**config.mk**
```make
export PLATFORM = sky130hd
export DESIGN_NAME = ram_cmd_master
export DESIGN_NICKNAME = d
export VERILOG_FILES = /design/src/rtl/ram_cmd_master.sv
export SDC_FILE = /design/constraint.sdc
export NUM_CORES = 1
export LEC_CHECK = 0
export ABC_AREA = 0
export BUFFER_PORTS_ARGS = -buffer_cell sky130_fd_sc_hd__buf_4
export CAP_MARGIN = 20
export CORE_MARGIN = 1
export CORE_UTILIZATION = 53
export DETAILED_ROUTE_END_ITERATION = 6
export GPL_TIMING_DRIVEN = 0
export PLACE_DENSITY = 0.83
export RECOVER_POWER = 25
export SYNTH_ARGS = -nofsm -noshare
export SYNTH_HDL_FRONTEND = slang
export SYNTH_SLANG_ARGS = --single-unit
```
**constraint.sdc**
```tcl
create_clock -name clk -period 4.7 [get_ports clk]
set_input_delay 0.47 -clock clk [delete_from_list [all_inputs] [get_ports clk]]
set_output_delay 0.47 -clock clk [all_outputs]
set_load 0.01 [all_outputs]
```
**src/rtl/ram_cmd_master.sv**
```systemverilog
// Host-request to RAM command sequencer: turns one read/write request into an
// address/data command pair on cmd_out and returns a single-cycle response.
module ram_cmd_master #(
  parameter int TIMEOUT = 15
) (
  input  logic       clk,
  input  logic       rst_n,
  input  logic       req_valid,
  output logic       req_ready,
  input  logic       req_wr,
  input  logic [7:0] req_addr,
  input  logic [7:0] req_wdata,
  output logic       rsp_valid,
  output logic [7:0] rsp_rdata,
  output logic       rsp_err,
  output logic [9:0] cmd_out,
  output logic       cmd_valid,
  input  logic [7:0] ram_dout,
  input  logic       ram_tx_valid,
  output logic [2:0] dbg_state
);

  // Handshake: a request transfers on a rising edge where req_valid && req_ready;
  // req_ready is high only in IDLE, so busy-time requests simply wait (no queue).
  // rsp_valid is a one-cycle pulse with no back-pressure.

  typedef enum logic [2:0] {
    IDLE = 3'd0,
    ADDR = 3'd1,
    DATA = 3'd2,
    WAIT = 3'd3,
    RESP = 3'd4
  } state_t;

  localparam logic [7:0] TIMEOUT_C = 8'(TIMEOUT);

  localparam logic [1:0] OP_WR_ADDR = 2'b00;
  localparam logic [1:0] OP_WR_DATA = 2'b01;
  localparam logic [1:0] OP_RD_ADDR = 2'b10;
  localparam logic [1:0] OP_RD_DATA = 2'b11;

  state_t     state, state_next;
  logic [7:0] cnt, cnt_next, cnt_inc;
  logic       wr_q;
  logic [7:0] wdata_q;
  logic       cap_load;

  logic       cmd_valid_d;
  logic [9:0] cmd_out_d;
  logic       rsp_valid_d;
  logic [7:0] rsp_rdata_d;
  logic       rsp_err_d;

  assign cnt_inc   = cnt + 8'd1;
  assign req_ready = (state == IDLE);
  assign dbg_state = state;

  always_ff @(posedge clk or negedge rst_n) begin
    if (!rst_n) begin
      state <= IDLE;
      cnt   <= 8'd0;
    end else begin
      state <= state_next;
      cnt   <= cnt_next;
    end
  end

  // Outputs are computed for the state being entered and registered, so every
  // output changes only on a clock edge and reflects the current state.
  always_comb begin
    state_next  = state;
    cnt_next    = cnt;
    cap_load    = 1'b0;
    cmd_valid_d = 1'b0;
    cmd_out_d   = 10'd0;
    rsp_valid_d = 1'b0;
    rsp_rdata_d = 8'd0;
    rsp_err_d   = 1'b0;
    case (state)
      IDLE: begin
        if (req_valid) begin
          state_next  = ADDR;
          cap_load    = 1'b1;
          cmd_valid_d = 1'b1;
          cmd_out_d   = {(req_wr ? OP_WR_ADDR : OP_RD_ADDR), req_addr};
        end
      end
      ADDR: begin
        state_next  = DATA;
        cmd_valid_d = 1'b1;
        cmd_out_d   = wr_q ? {OP_WR_DATA, wdata_q} : {OP_RD_DATA, 8'h00};
      end
      DATA: begin
        if (wr_q) begin
          state_next  = RESP;
          rsp_valid_d = 1'b1;
        end else begin
          state_next = WAIT;
          cnt_next   = 8'd0;
        end
      end
      WAIT: begin
        if (ram_tx_valid) begin
          state_next  = RESP;
          rsp_valid_d = 1'b1;
          rsp_rdata_d = ram_dout;
        end else begin
          cnt_next = cnt_inc;
          // Stopping on the compare means the counter never wraps or saturates.
          if (cnt_inc == TIMEOUT_C) begin
            state_next  = RESP;
            rsp_valid_d = 1'b1;
            rsp_err_d   = 1'b1;
          end
        end
      end
      RESP: begin
        state_next = IDLE;
      end
      default: begin
        state_next = IDLE;
      end
    endcase
  end

  always_ff @(posedge clk or negedge rst_n) begin
    if (!rst_n) begin
      wr_q      <= 1'b0;
      wdata_q   <= 8'd0;
      cmd_valid <= 1'b0;
      cmd_out   <= 10'd0;
      rsp_valid <= 1'b0;
      rsp_rdata <= 8'd0;
      rsp_err   <= 1'b0;
    end else begin
      if (cap_load) begin
        wr_q    <= req_wr;
        wdata_q <= req_wdata;
      end
      cmd_valid <= cmd_valid_d;
      cmd_out   <= cmd_out_d;
      rsp_valid <= rsp_valid_d;
      rsp_rdata <= rsp_rdata_d;
      rsp_err   <= rsp_err_d;
    end
  end

endmodule

```
==> out/summary.txt <==
status -> finished with violations
violated checks -> capacitance limit, slew limit
Final Power -> 1.09 mW
CTS tree -> done
multi-input logic area -> 603 um2
largest net degree at the start of global routing -> 42
Die W -> 58.2 um
Hold Path Class -> primary input to flip-flop
most frequent cells in the layout -> 53 x buf_4, 41 x dfrtp_1, 11 x nand2_1, 10 x o21ai_0
Num Clock Sinks -> 41
worst skew pair latency -> 350 ps
design area -> 0.00217 mm2
FP Rows -> 20
final number of setup-violating endpoints -> 0
grt ovf -> 0
Post-Synth Adder-Cell Area -> 0.0150
ant diodes -> 0
Seq/Total Area, Yosys -> 0.614
Synth Instances -> 139
Setup Total Neg Slack -> 0 ps
Max Fclk -> 513 MHz
initial antenna violation count -> 0
cell area power density -> 502 mW/mm2
Routed Wire Length -> 3290 um
clock root buffer -> clkbuf_4
I/O Pins -> 54
most common cell after layout, fill and taps aside -> buf_4
worst vdd ir -> 0.000289 V
first drt pass iteration count -> 4
max_cap viols -> 1
drt wl/cell -> 13.5 um
CP Class -> flip-flop to flip-flop
Final Skew -> 10.9 ps
Vias -> 1276
Die ar. -> 0.00338 mm2
final hold vios -> 0
simple-gate share of the synthesized area -> 0.146
CP bufs+invs -> 0
Initial Utilization -> 0.552
crit path max fanout -> 6
Worst Setup End Kind -> flip-flop
post-synth cell types -> 29
CTS clock-pin slew for the worst setup and hold paths -> 110 ps
first-pass GRT wire length -> 5510 um
minimum clock period after layout -> 1950 ps
Post CTS Setup Buffer Count -> 0
Final GP Congestion -> 0.847
ys async rst share -> 1.00
CTS max path bufs -> 2
placed cell count -> 236
Main synth FF type -> dfrtp_1
slowest CP cell -> dfrtp_1
required time of the critical path -> 4940 ps
total track usage -> 0.222
vias in the first global route -> 1255
fin nets -> 230
Synth Area in Compound Gates -> 0.113
Via density -> 5.23
EDFF count, synth -> 0
Finished Layout Cells -> 244
unrepaired setup endpoints after global routing -> false
share of cells above drive strength 1 -> 0.370
PnR worst setup slack -> 2750 ps
fin util -> 0.717
Worst slew margin -> -0.379
Post-route DRC -> 0
count of state elements after synthesis -> 41
core footprint -> 0.00303 mm2
xor and xnor area share after synthesis -> 0.0262
Slew Limit Fails -> 42
area grow syn2layout -> 29.9%
mux cell area share after synthesis -> 0.0606
Initial DRC Count -> 66
Cell Area, Synth -> 0.00167 mm2
Synth Warn # -> 0
fillcell total -> 228
CP arrival -> 2200 ps
ANT nets after route -> 0
port bufs -> 53
largest family of logic cells by synthesized area -> simple AND/OR/NAND/NOR gates
post-cts resize count -> 0
Top delay family on crit path -> simple AND/OR/NAND/NOR gates
H-tree depth -> 2
LEAKAGE -> 1.08 nW
Num CTS Buffers -> 5
placed instance area -> 0.00212 mm2
worst-margin pin slew -> 2070 ps
die height -> 58.2 um
crit start category -> flip-flop
Post-Syn Nets -> 170
post-DP HPWL -> 2410 um
DP Worst Slack -> 2820 ps
CP Cell Sequence -> ha_1 -> and3_2 -> nand3_1 -> xor2_1 -> nand3_2 -> a311oi_1
FF+latch area -> 0.00103 mm2
Hold WS -> 320 ps
period utilization -> 0.415
syn avg cell area -> 12.0 um2
hold buffer count at cts -> 0
CP peak stage delay -> 440 ps
## power by group
| part | internal, mW | switching [mW] | total, mW |
|---|---|---|---|
| registers | 0.459 | 0.0674 | 0.526 |
| clock network | 0.0570 | 0.105 | 0.162 |
| logic | 0.212 | 0.190 | 0.402 |
## final cells by class
class / instances / area share
Clock inverter: 2 / 0.00461
Inverter: 5 / 0.00864
Buffer: 5 / 0.0109
Clock buffer: 6 / 0.0190
Timing Repair Buffer: 53 / 0.181
Multi-Input combinational cell: 88 / 0.278
Tap cell: 44 / 0.0253
Sequential cell: 41 / 0.472
## state kept, by name, summed over array words and instances (netlist names)
signal / flops
rsp_err: 1
wr_q: 1
cmd_valid: 1
rsp_rdata: 8
wdata_q: 8
cnt: 8
rsp_valid: 1
dbg_state: 3
cmd_out: 10
## Yosys cell counts (2+ instances only)
library cell | instances | area, um2
dfrtp_1 | 41 | 1030
nand2_1 | 11 | 41.3
o21ai_0 | 10 | 50.1
a22o_1 | 9 | 78.8
and2_1 | 9 | 56.3
mux2_2 | 9 | 101
nor2_1 | 8 | 30.0
inv_1 | 5 | 18.8
nand3_1 | 5 | 25.0
nand2b_1 | 3 | 18.8
nor3_1 | 3 | 15.0
xor2_1 | 3 | 26.3
a21oi_1 | 2 | 10.0
a311oi_1 | 2 | 17.5
and3_1 | 2 | 12.5
clkbuf_1 | 2 | 7.51
ha_1 | 2 | 25.0
xnor2_1 | 2 | 17.5
## cells by family after synthesis
family,after synthesis
adders and majority gates,2
AOI/OAI and AO/OA,27
DFF,41
buffers and inverters,10
and+or+nand+nor,45
muxes,9
xor gates and xnor gates,5
## layer usage
layer / part of all wire / GRT usage / vias to the layer above / routed length [um]
li1: - / - / 603 / -
met1: 0.41 / 0.268 / 604 / 1340
met2: 0.49 / 0.356 / 58 / 1630
met3: 0.070 / 0.0759 / 11 / 229
met4: 0.030 / 0.109 / 0 / 98
met5: 0 / 0 / - / 0
## worst paths after layout
kind	startpoint	cells after the start	slack (ps)	end
max in group asynchronous	rst_n	1	2810	cnt[1]
min in group asynchronous	rst_n	1	700	dbg_state[1]
min	ram_dout[4]	2	320	rsp_rdata[4]
min reg2reg	wdata_q[0]	1	510	cmd_out[0]
max reg2reg	cnt[0]	6	2750	dbg_state[2]
max	cnt[0]	6	2750	dbg_state[2]
Power figures use the tool's default switching activity.
